--- src/rtl/mips_cpu_mem_sequencer.sv ---
// mips_cpu_mem_sequencer
// Multi-cycle data-memory access sequencer between the CPU load/store stage
// and an Avalon-style data bus with waitrequest. One access in flight at a
// time; stall is raised to the pipeline while busy.
// Optional feature: define MIPS_MEM_SEQ_ALIGN_CHECK_EN to reject misaligned
// halfword/word requests with rsp_err instead of silently aligning them.
module mips_cpu_mem_sequencer (
    input  logic        clk,
    input  logic        rst_n,
    input  logic        req_valid,
    output logic        req_ready,
    input  logic [2:0]  req_op,
    input  logic [31:0] req_addr,
    input  logic [31:0] req_wdata,
    input  logic [4:0]  req_rd,
    output logic [31:0] avm_address,
    output logic        avm_read,
    output logic        avm_write,
    output logic [3:0]  avm_byteenable,
    output logic [31:0] avm_writedata,
    input  logic        avm_waitrequest,
    input  logic [31:0] avm_readdata,
    output logic        rsp_valid,
    output logic        rsp_we,
    output logic [31:0] rsp_data,
    output logic [4:0]  rsp_rd,
    output logic        rsp_err,
    output logic        stall
);

    typedef enum logic [1:0] {IDLE, ACCESS, RESP} state_t;
    typedef enum logic [1:0] {SZ_BYTE, SZ_HALF, SZ_WORD} size_t;

    localparam logic [2:0] OP_LB = 3'd0;
    localparam logic [2:0] OP_LH = 3'd2;
    localparam logic [2:0] OP_LW = 3'd4;

    // Access width of an opcode; loads and stores share the encoding order.
    function automatic size_t op_size(input logic [2:0] op);
        case (op)
            3'd2, 3'd3, 3'd6: op_size = SZ_HALF;
            3'd4, 3'd7:       op_size = SZ_WORD;
            default:          op_size = SZ_BYTE;
        endcase
    endfunction

    state_t      state, state_nx;
    logic [2:0]  op_q;
    logic [31:0] addr_q;
    logic [31:0] wdata_q;
    logic [4:0]  rd_q;
    logic        err_q;
    logic [31:0] result_q;

    size_t       req_size;
    logic        req_bad;
    logic [31:0] req_addr_eff;

    size_t       size_q;
    logic        is_load;
    logic [1:0]  lane;
    logic [3:0]  lane_be;
    logic [31:0] lane_wdata;
    logic [31:0] shifted;
    logic [31:0] load_ext;

    assign size_q  = op_size(op_q);
    assign is_load = (op_q <= OP_LW);
    assign lane    = addr_q[1:0];

    // Classify the incoming request: misalignment error or forced alignment.
    always_comb begin
        // NOTE: every signal gets a default before any branch so no latch is inferred.
        req_size     = op_size(req_op);
        req_bad      = 1'b0;
        req_addr_eff = req_addr;
`ifdef MIPS_MEM_SEQ_ALIGN_CHECK_EN
        req_bad = ((req_size == SZ_HALF) && req_addr[0]) ||
                  ((req_size == SZ_WORD) && (req_addr[1:0] != 2'b00));
`else
        if (req_size == SZ_HALF)
            req_addr_eff[0] = 1'b0;
        else if (req_size == SZ_WORD)
            req_addr_eff[1:0] = 2'b00;
`endif
    end

    // Lane steering: byte enables, replicated store data, extended load data.
    always_comb begin
        lane_be    = 4'hF;
        lane_wdata = wdata_q;
        shifted    = avm_readdata >> {lane, 3'b000};
        load_ext   = avm_readdata;
        case (size_q)
            SZ_BYTE: begin
                lane_be    = 4'b0001 << lane;
                lane_wdata = {4{wdata_q[7:0]}};
                load_ext   = (op_q == OP_LB) ? {{24{shifted[7]}}, shifted[7:0]}
                                             : {24'd0, shifted[7:0]};
            end
            SZ_HALF: begin
                lane_be    = 4'b0011 << lane;
                lane_wdata = {2{wdata_q[15:0]}};
                load_ext   = (op_q == OP_LH) ? {{16{shifted[15]}}, shifted[15:0]}
                                             : {16'd0, shifted[15:0]};
            end
            default: ;
        endcase
    end

    // Next-state and state-decoded outputs; nothing here depends on req_valid
    // except the next state.
    always_comb begin
        state_nx       = state;
        req_ready      = 1'b0;
        stall          = 1'b1;
        avm_read       = 1'b0;
        avm_write      = 1'b0;
        avm_address    = 32'd0;
        avm_byteenable = 4'd0;
        avm_writedata  = 32'd0;
        rsp_valid      = 1'b0;
        rsp_we         = 1'b0;
        rsp_data       = 32'd0;
        rsp_rd         = 5'd0;
        rsp_err        = 1'b0;
        case (state)
            IDLE: begin
                req_ready = 1'b1;
                stall     = 1'b0;
                if (req_valid)
                    state_nx = req_bad ? RESP : ACCESS;
            end
            ACCESS: begin
                avm_read       = is_load;
                avm_write      = !is_load;
                avm_address    = {addr_q[31:2], 2'b00};
                avm_byteenable = lane_be;
                avm_writedata  = is_load ? 32'd0 : lane_wdata;
                if (!avm_waitrequest)
                    state_nx = RESP;
            end
            RESP: begin
                rsp_valid = 1'b1;
                rsp_we    = is_load && !err_q;
                rsp_data  = result_q;
                rsp_rd    = rd_q;
                rsp_err   = err_q;
                state_nx  = IDLE;
            end
            default: state_nx = IDLE;
        endcase
    end

    // State register plus request capture and load-result capture.
    always_ff @(posedge clk or negedge rst_n) begin
        if (!rst_n) begin
            // NOTE: sequential state uses non-blocking assignments so all registers update together.
            state    <= IDLE;
            op_q     <= 3'd0;
            addr_q   <= 32'd0;
            wdata_q  <= 32'd0;
            rd_q     <= 5'd0;
            err_q    <= 1'b0;
            result_q <= 32'd0;
        end else begin
            state <= state_nx;
            if (state == IDLE && req_valid) begin
                op_q     <= req_op;
                addr_q   <= req_addr_eff;
                wdata_q  <= req_wdata;
                rd_q     <= req_rd;
                err_q    <= req_bad;
                result_q <= 32'd0;
            end else if (state == ACCESS && !avm_waitrequest && is_load) begin
                result_q <= load_ext;
            end
        end
    end

endmodule

--- config.mk ---
export PLATFORM = sky130hd
export DESIGN_NAME = mips_cpu_mem_sequencer
export DESIGN_NICKNAME = d
export VERILOG_FILES = /design/src/rtl/mips_cpu_mem_sequencer.sv
export SDC_FILE = /design/constraint.sdc
export NUM_CORES = 1
export LEC_CHECK = 0
export BUFFER_PORTS_ARGS = -buffer_cell sky130_fd_sc_hd__buf_2
export CAP_MARGIN = 20
export CORE_MARGIN = 2
export CORE_UTILIZATION = 44
export CTS_CLUSTER_DIAMETER = 60
export DETAILED_ROUTE_END_ITERATION = 7
export PLACE_DENSITY = 0.8
export SKIP_CTS_REPAIR_TIMING = 1
export SYNTH_ARGS = -nofsm -noshare
export SYNTH_HDL_FRONTEND = slang
export SYNTH_SLANG_ARGS = --single-unit
--- constraint.sdc ---
create_clock -name clk -period 1.8 [get_ports clk]
set_input_delay 0.09 -clock clk [delete_from_list [all_inputs] [get_ports clk]]
set_output_delay 0.09 -clock clk [all_outputs]
set_load 0.01 [all_outputs]
; ---- Word level (Yosys, flattened, before mapping)
; Index checks and enable logic that the tools add are counted.
[totals]
regBits = 106
inputBits = 108
output_inout_bits = 112
wordCells = 68
[classes]
n_lt_le_gt_ge = 1
eq_ne = 17
shift = 3
muxes = 27
n_reduce_logical = 14
[op_table]
columns = operator, count
row1 = 2-to-1 mux 32 bit, 8
row2 = one-hot mux 32 bit (2 select lines), 2
row3 = >> shifter 32 x 5 -> 16 bit, 1
row4 = "equality test 3 bit, second input constant", 6
row5 = "equality test 3 x 2 -> 1 bit, second input constant", 4
row6 = one-hot mux 2 bit (2 select lines), 3
row7 = 2-to-1 mux 1 bit, 8
row8 = one-hot mux 4 bit (2 select lines), 1
row9 = "equality test 2 x 1 -> 1 bit, second input constant", 3
row10 = 2-to-1 mux 2 bit, 3
row11 = OR reduction 3 bit, 2
row12 = 2-to-1 mux 5 bit, 1
row13 = "equality test 2 bit, second input constant", 2
row14 = zero test 2 bit, 2
row15 = 2-to-1 mux 4 bit, 1
row16 = "!= test 2 bit, second input constant", 2
row17 = OR reduction 2 bit, 2
row18 = "<< shifter 1 x 2 -> 4 bit, first input constant", 1
row19 = "<< shifter 2 x 2 -> 4 bit, first input constant", 1
row20 = "less-or-equal comparator 3 bit, second input constant", 1
row21 = logical AND 1 bit, 3
row22 = zero test 3 bit, 1
row23 = zero test 1 bit, 2
row24 = AND reduction 2 bit, 1
row25 = nonzero test 2 bit, 1

; ---- Depth between registers and ports, before layout
; Gate-level depths: netlist of the first run.
[depth]
depth_word = 7
mapped_depth = 7
ltp_nobuf = 4

; ---- Worst setup path before layout of the first run
; Ideal clock, no wire load.
[synth_timing]
path_type = register to register
start = register state[1]
end = register result_q[28]
setup_time_ns = 0.064
arrival_time_ns = 1.896
required_time_ns = 1.736
slack_ns = -0.160
path_stages_with_launch = 7
n_path_buf = 2
synth_period_minus_slack_ns = 1.960
path_cell_list = dfrtp_1 -> or4b_1 -> buf_2 -> or4_4 -> o21ai_4 -> buf_6 -> a221o_2
[synth_between]
elab_chain_len = 4
elab_cells_between_ends = 7
classes_between = 1 x eq/ne / 1 x mux / 5 x reduce/logical
[synth_rtl]
columns = element, line_no
row1 = "start, declared", 47  ; state_t state, state_nx;
row2 = "start signal, assigned", 167  ; state <= state_nx;
row3 = equality test 2 x 1 -> 1 bit, 175  ; end else if (state == ACCESS && !avm_waitrequest && is_load) begin
row4 = logical AND 1 bit (2 in a row), 175
row5 = nonzero test 2 bit (no line), n/a
row6 = "end signal, assigned", 176  ; result_q <= load_ext;
row7 = "end, declared", 53  ; logic [31:0] result_q;
; Parallel ways exist; a longest one is shown, timed or not.
; A chain may end at the register's enable or synchronous reset.

; ---- Worst setup path in the final report of the first run
[layout_timing]
start = register op_q[0]
end = output avm_writedata[25]
[layout_between]
elab_chain_len = 7
elab_cells_between_ends = 14
classes_between = 1 x order compare / 6 x eq/ne / 4 x mux / 3 x reduce/logical
[layout_rtl]
columns = element, line_no
row1 = "start, declared", 48  ; logic [2:0] op_q;
row2 = "start signal, assigned", 169  ; op_q <= req_op;
row3 = equality test 3 x 2 -> 1 bit or equality test 3 bit (tied branches), 40  ; case (op)
row4 = OR reduction 3 bit or OR reduction 2 bit (tied branches), 40
row5 = one-hot mux 2 bit (2 select lines), 40
row6 = equality test 2 x 1 -> 1 bit or zero test 2 bit (tied branches), 94  ; case (size_q)
row7 = one-hot mux 32 bit (2 select lines), 94
row8 = 2-to-1 mux 32 bit *, 139  ; avm_writedata = is_load ? 32'd0 : lane_wdata;
row9 = 2-to-1 mux 32 bit *, 127  ; case (state)
row10 = "end, declared", 20  ; output logic [31:0] avm_writedata,
; Every way passes the cells marked *; elsewhere a longest branch is shown, timed or not.

==> impl_metrics.py, run 1 <==
metrics = {
    "global_routing": {
        "grt_first_pass_wirelength_um": 25600,
        "grt_util_met3": 0.0669,
        "grt_overflow": 0,
        "grtUsageTotal": 0.248,
        "antenna_found_initial": 1,
        "grt_pass1_vias": 4947,
        "use_met1": 0.333,
        "grt_most_used_layer": "met2",
        "met2_usage": 0.388,
        "grt_max_degree": 76,
    },
    "clock_network": {
        "clk_pin_slew_ps": 70,
        "clk_latency_ps": 350,
        "root_buffer": "clkbuf_16",
        "cts_tree": "done",
        "cts.path.max_buffers": 2,
        "cts_made_buffers": 9,
        "htree_num_levels": 3,
        "clock-sinks": 106,
    },
    "drt": {
        "drt-vias-per-instance": 5.47,
        "routed_wirelength_um": 19800,
        "drtPass1Iterations": 5,
        "wl_per_cell_um": 17.6,
        "drcViolationCount": 0,
        "final_antenna_net_count": 0,
        "vias": 6168,
        "dr.first_iter.drc_count": 561,
    },
    "yosys": {
        "ys_seq_area_frac": 0.485,
        "synthXorXnorAreaFrac": 0.00320,
        "synth-compound-area-share": 0.143,
        "synth_top_area_frac": 0.485,
        "synth_seq_cells": 106,
        "synth_top_area_cell": "dfrtp_1",
        "synth-simple-area-share": 0.305,
        "syn-cell-area_um2": 5470,
        "postSynthAreaPerCell_um2": 8.26,
        "ys_types": 38,
        "syn_inst": 662,
        "synth_top_family_by_area": "simple AND/OR/NAND/NOR gates",
        "synthAdderAreaFrac": 0,
        "synthMuxAreaShare": 0.0188,
        "synthTopCellsByArea": "dfrtp_1 (49%), nand2_1 (18%), and2_1 (7.9%)",
        "synth_warnings": 0,
    },
    "timing": {
        "worst_clock_skew_ps": 7.25,
        "final_hold_viol_count": 1,
        "rsz0062_at_grt": "yes",
        "tns_ps": -3870,
        "layout_min_cycle_time_ps": 1990,
        "fmax_ghz": 0.504,
        "report.final.slew_viol_count": 0,
        "setup_violations": 43,
        "holdWs_ps": -8.33,
        "layout_setup_ws_ps": -185,
        "period_share": 1.10,
    },
    "power": {
        "cellLeakagePower_uw": 0.00440,
        "power.density_nw_per_um2": 1390,
        "ir_drop_mv": 0.820,
    },
    "run_status": {
        "violations": "negative hold slack, negative setup slack",
        "status": "finished, violations left",
    },
    "hold_path": {
        "hold_class": "input port to flip-flop",
    },
    "flow_run": {
        "drv_cap": 0,
    },
    "floorplanning": {
        "rows": 40,
        "die_h_um": 115,
        "die_w_um": 115,
        "ios": 220,
        "start_util": 0.453,
        "die_area_um2": 13300,
        "core_um2": 12100,
    },
    "cells_and_area": {
        "drive_above_1_share": 0.328,
        "antennaDiodeCount": 0,
        "fin_nets": 1063,
        "postLayoutCellArea_um2": 8280,
        "syn_to_final_growth_pct": 51.5,
        "fillers": 905,
    },
    "critical_path": {
        "worstPathArrival_ps": 1900,
        "cp_max_fo": 8,
        "end_kind": "output pin",
        "start_kind": "flip-flop",
        "crit_required_ps": 1710,
        "critPathKind": "flip-flop to output pin",
    },
    "placed_design": {
        "gp_congestion": 0.892,
        "dpl_cell_area_um2": 6880,
        "dpl.hpwl_um": 11700,
        "dp_slack_ps": -176,
        "numPortBuffers": 216,
    },
}
-- critical path: stages, from the launching register on --
cell and delay (ps):
dfrtp_1 420, buf_6 160, xnor2_4 180, and2_4 220
buf_12 130, nand2_1 70, a31oi_2 170, buf_2 190
-- placed cells by master (no fill, tap or decap), drive strengths merged, types with 2 or more instances in the layout --
cell type / Yosys / routed
dlygate4sd3: 0 / 77
dfrtp: 106 / 106
nor2b: 2 / 2
and2: 70 / 70
conb: 1 / 3
o21ai: 22 / 22
clkbuf: 43 / 11
nand2b: 3 / 3
inv: 5 / 6
a31oi: 10 / 10
nand4b: 2 / 2
o2bb2ai: 8 / 8
a21oi: 37 / 37
a221o: 23 / 23
xnor2: 2 / 2
nand2: 264 / 264
nand3b: 9 / 9
mux2i: 8 / 8
buf: 10 / 255
o21a: 2 / 2
bufinv: 0 / 4
nor2: 10 / 10
and3: 8 / 8
a211oi: 8 / 8
-- synth_stat cells, drive strengths merged --
cell type and instances:
a211oi 8, a21oi 37, a221o 23, a22o 1, a31oi 10, and2 70
and3 8, buf 10, clkbuf 43, conb 1, dfrtp 106, inv 5
mux2i 8, mux4 1, nand2 264, nand2b 3, nand3 1, nand3b 9
nand4b 2, nor2 10, nor2b 2, nor3 1, o21a 2, o21ai 22
o21bai 1, o2bb2ai 8, o311a 1, or3 1, or4 1, or4b 1
xnor2 2
-- report_power, final --
part / switching (µW) / total, µW / internal (µW)
Sequential: 710 / 4100 / 3390
Combinational: 2840 / 4990 / 2150
Clock: 903 / 2410 / 1510
Total: 4460 / 11500 / 7040
-- sequential cells by signal (all words and copies together), names as in the netlist --
| name | count |
|---|---|
| op_q | 3 |
| rd_q | 5 |
| result_q | 32 |
| addr_q | 32 |
| state | 2 |
| wdata_q | 32 |
-- metal layers --
| metal | up-vias | routed length [µm] |
|---|---|---|
| li1 | 2770 | - |
| met1 | 2915 | 7560 |
| met2 | 417 | 9590 |
| met3 | 64 | 1890 |
| met4 | 2 | 776 |
| met5 | - | 13 |
-- through the flow --
step / instances / util / power, µW
5_1_grt: 1128 / 0.687 / 12200
3_3_place_gp: 1028 / 0.571 / 8100
3_5_place_dp: 1028 / 0.571 / 8240
4_1_cts: 1044 / 0.601 / 10700
6_report: 1128 / 0.687 / 11500
2_1_floorplan: 664 / - / 6560
-- final cells by class --
class                   count  area [µm²]  share of cell area
well taps                 168         210              0.0254
flip-flops and latches    106        2650               0.320
inverters                   5        18.8             0.00227
repair buffers            333        2300               0.277
clock buffers              10         229              0.0276
multi-input cells         500        2740               0.331
clock inverters             6         138              0.0166
-- path summary, 6_finish.rpt --
kind | start | endpoint | slack, ps | cells past startpoint
max | op_q[0]$_DFFE_PN0P_ | avm_writedata[25] | -190 | 7
min | req_op[2] | op_q[2]$_DFFE_PN0P_ | -8 | 3
max reg2reg | state[1]$_DFFE_PN0P_ | result_q[16]$_DFFE_PN0P_ | -90 | 5
min reg2reg | addr_q[27]$_DFFE_PN0P_ | addr_q[27]$_DFFE_PN0P_ | 470 | 2
max in group asynchronous | rst_n | state[1]$_DFFE_PN0P_ | 1120 | 3
min in group asynchronous | rst_n | result_q[27]$_DFFE_PN0P_ | 100 | 2
-- cells by family after synthesis --
family          Yosys count
xor+xnor                  2
other cells               1
compound gates          113
flops                   106
simple gates            373
mux                       9
buf+inv                  58
(Power assumes the default switching activity.)
==> run 2, diff against run 1 <==
--- a/config.mk
+++ b/config.mk
@@ -6,13 +6,13 @@
 export NUM_CORES = 1
 export LEC_CHECK = 0
 export BUFFER_PORTS_ARGS = -buffer_cell sky130_fd_sc_hd__buf_2
-export CAP_MARGIN = 20
+export CAP_MARGIN = 40
 export CORE_MARGIN = 2
 export CORE_UTILIZATION = 44
 export CTS_CLUSTER_DIAMETER = 60
+export CTS_CLUSTER_SIZE = 8
 export DETAILED_ROUTE_END_ITERATION = 7
 export PLACE_DENSITY = 0.8
-export SKIP_CTS_REPAIR_TIMING = 1
 export SYNTH_ARGS = -nofsm -noshare
 export SYNTH_HDL_FRONTEND = slang
 export SYNTH_SLANG_ARGS = --single-unit
==> run 2 against run 1 <==
Net effect: cell count grew 2.7%; power increased by 5.3%; global-route usage rose by 4.5 points; register-to-register slack lost 70 ps; first-iteration DRC count grew 26%; cell area grew 7.1%; via count up 4.9%; the flow finishes with violations (negative setup slack); non-clock buffer count grew 30.
==> impl_metrics.py, run 2 (synthesis results as in run 1) <==
metrics = {
    "global_routing": {
        "grt_most_used_layer": "met2",
        "grt_max_degree": 76,
        "grt_util_met3": 0.0622,
        "grtUsageTotal": 0.293,
        "use_met1": 0.369,
        "grt_first_pass_wirelength_um": 30400,
        "grt_overflow": 0,
        "grt_pass1_vias": 6048,
        "met2_usage": 0.486,
        "antenna_found_initial": 0,
    },
    "critical_path": {
        "rr_worst_depth": 5,
        "reg2reg_to": "result_q[31]$_DFFE_PN0P_",
        "critPathKind": "flip-flop to output pin",
        "start_kind": "flip-flop",
        "worstPathArrival_ps": 1960,
        "cp_max_fo": 8,
        "crit_required_ps": 1710,
        "end_kind": "output pin",
        "r2r_slack_ps": -160,
        "r2r-start": "op_q[2]$_DFFE_PN0P_",
    },
    "flow_run": {
        "drv_cap": 0,
    },
    "drt": {
        "routed_wirelength_um": 22600,
        "drcViolationCount": 0,
        "vias": 6469,
        "final_antenna_net_count": 0,
        "dr.first_iter.drc_count": 705,
        "drt-vias-per-instance": 5.59,
        "drtPass1Iterations": 5,
        "wl_per_cell_um": 19.5,
    },
    "timing": {
        "fmax_ghz": 0.487,
        "worst_clock_skew_ps": 7.28,
        "layout_min_cycle_time_ps": 2050,
        "rsz0062_at_grt": "yes",
        "final_hold_viol_count": 0,
        "report.final.slew_viol_count": 0,
        "setup_violations": 56,
        "slew_headroom": 0.664,
        "period_share": 1.14,
        "worst_slew_pin_slew_ps": 504,
        "layout_setup_ws_ps": -252,
    },
    "clock_network": {
        "cts_made_buffers": 9,
        "htree_num_levels": 3,
        "clock-sinks": 106,
        "cts_tree": "done",
        "root_buffer": "clkbuf_16",
        "clk_latency_ps": 360,
        "cts.path.max_buffers": 2,
        "clk_pin_slew_ps": 70,
    },
    "power": {
        "total_power_uw": 12100,
        "cellLeakagePower_uw": 0.00465,
        "power.density_nw_per_um2": 1370,
        "ir_drop_mv": 1.02,
    },
    "run_status": {
        "status": "finished, violations left",
        "violations": "negative setup slack",
    },
    "cells_and_area": {
        "layout_commonest_cell": "nand2_1",
        "drive_above_1_share": 0.380,
        "antennaDiodeCount": 0,
        "top_regs": "addr_q (32), result_q (32), wdata_q (32)",
        "syn_to_final_growth_pct": 62.3,
        "fin_nets": 1093,
        "layout_common_cells": "nand2_1 (247), buf_2 (207), dfrtp_1 (105), dlygate4sd3_1 (82), and2_1 (58)",
        "postLayoutCoreUtil": 0.736,
    },
    "placed_design": {
        "gp_congestion": 0.892,
        "numPortBuffers": 216,
        "dpl.hpwl_um": 11700,
    },
    "floorplanning": {
        "core_um2": 12100,
        "ios": 220,
        "start_util": 0.453,
        "rows": 40,
        "die_w_um": 115,
        "die_h_um": 115,
        "die_area_um2": 13300,
    },
    "hold_path": {
        "holdPathEnd": "op_q[1]$_DFFE_PN0P_",
        "hold_depth": 3,
        "min_from": "req_op[1]",
        "hold_class": "input port to flip-flop",
    },
}
==> run 2: changes by cell type in the layout (fill, tap and decap cells not counted), sizes merged <==
cell and delta:
clkinv +2, clkinvlp +2, clkbuf +6, buf +19, dlygate4sd3 +5, bufinv -4
==> run 2: area by class of cell <==
class                   count  area (µm²)
clock inverters             6        42.5
repair buffers            363        2790
flip-flops and latches    106        2650
inverters                   5        18.8
fillers                   779        3190
multi-input cells         500        2930
clock buffers              10         229
well taps                 168         210
==> run 2: worst max-delay path by stage <==
stage / from / end / cells after the start
after global routing: op_q[0]$_DFFE_PN0P_ / avm_writedata[27] / 7
after global placement: state[1]$_DFFE_PN0P_ / result_q[11]$_DFFE_PN0P_ / 5
after detailed placement: state[1]$_DFFE_PN0P_ / result_q[27]$_DFFE_PN0P_ / 5
final: op_q[0]$_DFFE_PN0P_ / avm_writedata[27] / 7
after CTS: op_q[1]$_DFFE_PN0P_ / avm_writedata[30] / 7
after floorplan: state[1]$_DFFE_PN0P_ / result_q[28]$_DFFE_PN0P_ / 6
==> run 2: metrics by stage <==
step	setup TNS (ps)	area [µm²]	instances	worst slack, ps	hold slack [ps]
after floorplan	-1860	5480	664	-160	-206
after global placement	-1130	6880	1028	-87.8	-95.5
after detailed placement	-958	6900	1029	-66.5	-96.2
after CTS	-2130	8260	1139	-119	2.27
after global routing	-9260	8870	1158	-287	11.3
final	-6390	8870	1158	-252	1.11
==> run 2: power breakdown <==
part           switching [µW]  internal [µW]
sequential                810           3390
combinational            3270           2760
clock                     950            943
total                    5030           7090
==> run 2: timing repair <==
item                                    CTS  global route
hold endpoints to repair                187             0
resized for setup                        40            84
endpoints found under the setup margin   43           144
pin swaps                                16            15
cloned                                    2             9
hold buffers                             82             0
buffers inserted                         10            10
==> run 2: metal layers <==
metal  part of all wire  wire length (µm)
met2               0.48             10800
met1               0.36              8230
met4              0.050              1140
met5                  0                 0
met3               0.11              2430
==> run 2: critical path, stage by stage (launching register included) <==
cell and delay (ps):
dfrtp_1 400, buf_6 160, xnor2_4 210, and2_4 230, buf_12 160, nand2_1 70
a31oi_1 190, buf_2 180
==> run 3, diff against run 2 <==
--- a/config.mk
+++ b/config.mk
@@ -7,12 +7,12 @@
 export LEC_CHECK = 0
 export BUFFER_PORTS_ARGS = -buffer_cell sky130_fd_sc_hd__buf_2
 export CAP_MARGIN = 40
-export CORE_MARGIN = 2
+export CORE_MARGIN = 10
 export CORE_UTILIZATION = 44
 export CTS_CLUSTER_DIAMETER = 60
 export CTS_CLUSTER_SIZE = 8
 export DETAILED_ROUTE_END_ITERATION = 7
-export PLACE_DENSITY = 0.8
+export PLACE_DENSITY = 0.77
 export SYNTH_ARGS = -nofsm -noshare
 export SYNTH_HDL_FRONTEND = slang
 export SYNTH_SLANG_ARGS = --single-unit
==> run 3 against run 2 <==
Net effect: the flow still finishes with violations (negative setup slack); clock skew is 0.88 ps lower; flip-flop and latch count did not move; critical path depth unchanged; combinational power is 1% lower; clock-buffer cell count down 1; global-route usage decreased by 5.7 points; clock power about the same; largest cell class unchanged; highest routed layer unchanged.
==> impl_metrics.py, run 3 (synthesis results as in run 1) <==
metrics = {
    "power": {
        "ir_drop_mv": 0.806,
        "total_power_uw": 12100,
        "power.density_nw_per_um2": 1380,
        "cellLeakagePower_uw": 0.00456,
    },
    "floorplanning": {
        "start_util": 0.451,
        "die_h_um": 131,
        "core_um2": 12100,
        "die_area_um2": 17300,
        "die_w_um": 131,
        "rows": 40,
        "ios": 220,
    },
    "timing": {
        "worst_clock_skew_ps": 6.41,
        "period_share": 1.17,
        "final_hold_viol_count": 0,
        "rsz0062_at_grt": "yes",
        "report.final.slew_viol_count": 0,
        "holdWs_ps": 2.29,
        "setup_violations": 42,
        "layout_min_cycle_time_ps": 2110,
        "layout_setup_ws_ps": -306,
        "fmax_ghz": 0.475,
    },
    "placed_design": {
        "numPortBuffers": 216,
        "dp.cells": 1027,
        "dpl.hpwl_um": 13900,
        "gp_congestion": 0.880,
    },
    "drt": {
        "drcViolationCount": 0,
        "dr.first_iter.drc_count": 642,
        "drt-vias-per-instance": 5.46,
        "vias": 6286,
        "drtPass1Iterations": 5,
        "routed_wirelength_um": 23200,
        "wl_per_cell_um": 20.1,
        "final_antenna_net_count": 0,
    },
    "critical_path": {
        "critPathKind": "flip-flop to output pin",
        "cp_max_fo": 8,
        "start_kind": "flip-flop",
        "worstPathArrival_ps": 2020,
        "end_kind": "output pin",
        "crit_required_ps": 1710,
    },
    "clock_network": {
        "clock-sinks": 106,
        "cts.path.max_buffers": 2,
        "clk_pin_slew_ps": 70,
        "root_buffer": "clkbuf_16",
        "clk_latency_ps": 360,
        "cts_made_buffers": 9,
        "cts_tree": "done",
        "htree_num_levels": 3,
    },
    "cells_and_area": {
        "layout_common_cells": "nand2_1 (238), buf_2 (206), dfrtp_1 (106), dlygate4sd3_1 (85), and2_1 (68)",
        "drive_above_1_share": 0.373,
        "top_regs": "addr_q (32), result_q (32), wdata_q (32)",
        "syn_to_final_growth_pct": 60.3,
        "fin_nets": 1085,
        "layout_commonest_cell": "nand2_1",
        "fillers": 876,
        "instances_no_fill": 1151,
    },
    "global_routing": {
        "grt_max_degree": 76,
        "antenna_found_initial": 1,
        "grt_pass1_vias": 6273,
        "grt_overflow": 0,
        "grtUsageTotal": 0.237,
        "grt_first_pass_wirelength_um": 33600,
    },
    "run_status": {
        "status": "finished, violations left",
        "violations": "negative setup slack",
    },
    "flow_run": {
        "drv_cap": 0,
    },
    "hold_path": {
        "hold_class": "input port to flip-flop",
    },
}
==> run 3: cell count changes in the layout (fill, tap and decap cells not counted), sizes merged <==
| cell | change |
|---|---|
| buf | -7 |
| clkbuf | -5 |
| clkinvlp | +1 |
| diode | +1 |
| dlygate4sd3 | +3 |
==> run 3: timing repair <==
| action | 4_1_cts | 5_1_grt |
|---|---|---|
| gates resized for setup | 50 | 67 |
| endpoints found under the hold margin | 117 | 0 |
| endpoints found under the setup margin | 51 | 126 |
| pin swaps | 11 | 27 |
| hold buffers | 85 | 0 |
| cloned | 3 | 2 |
| buffers inserted | 13 | 4 |
==> run 3: where the power goes <==
group          internal [µW]  total [µW]  switching [µW]
Combinational           2630        5940            3310
Clock                    948        1920             973
Sequential              3390        4220             830
Total                   6970       12100            5110
==> run 3: final timing paths <==
check | slack [ps] | end | cells past startpoint | from
max | -310 | avm_writedata[30] | 7 | op_q[1]$_DFFE_PN0P_
max in group asynchronous | 990 | wdata_q[2]$_DFFE_PN0P_ | 3 | rst_n
min in group asynchronous | 220 | addr_q[15]$_DFFE_PN0P_ | 2 | rst_n
max reg2reg | -90 | result_q[18]$_DFFE_PN0P_ | 5 | op_q[2]$_DFFE_PN0P_
min reg2reg | 470 | addr_q[18]$_DFFE_PN0P_ | 2 | addr_q[18]$_DFFE_PN0P_
min | 2 | result_q[7]$_DFFE_PN0P_ | 3 | avm_readdata[7]
==> run 3: critical path, stage by stage (launching register included) <==
cell and delay, ps:
dfrtp_1 390, buf_6 150, xnor2_4 180, and2_4 210, buf_12 160, nand2_4 70
a31oi_2 280, buf_2 200
==> run 3: cell type report <==
cell class	count	area, µm²	area share
Clock inverter	7	51.3	0.00585
Antenna cell	1	2.50	0.000285
Multi-Input combinational cell	500	2980	0.340
Clock buffer	9	225	0.0257
Sequential cell	106	2650	0.303
Tap cell	168	210	0.0240
Timing Repair Buffer	355	2630	0.300
Inverter	5	22.5	0.00257
==> run 3: per-stage QoR <==
step	instance area, µm²	setup slack, ps	TNS, ps	utilization
6_report	8770	-306	-3930	0.724
5_1_grt	8770	-353	-6470	0.724
4_1_cts	8370	-77.1	-1680	0.691
3_5_place_dp	6900	-76.5	-1020	0.569
3_3_place_gp	6880	-140	-3170	0.568
2_1_floorplan	5480	-160	-1860	-
==> run 3: routing by layer <==
layer	part of all wire	GRT usage
met5	0	0
met4	0.038	0.0834
met3	0.11	0.0728
met2	0.47	0.392
met1	0.38	0.285
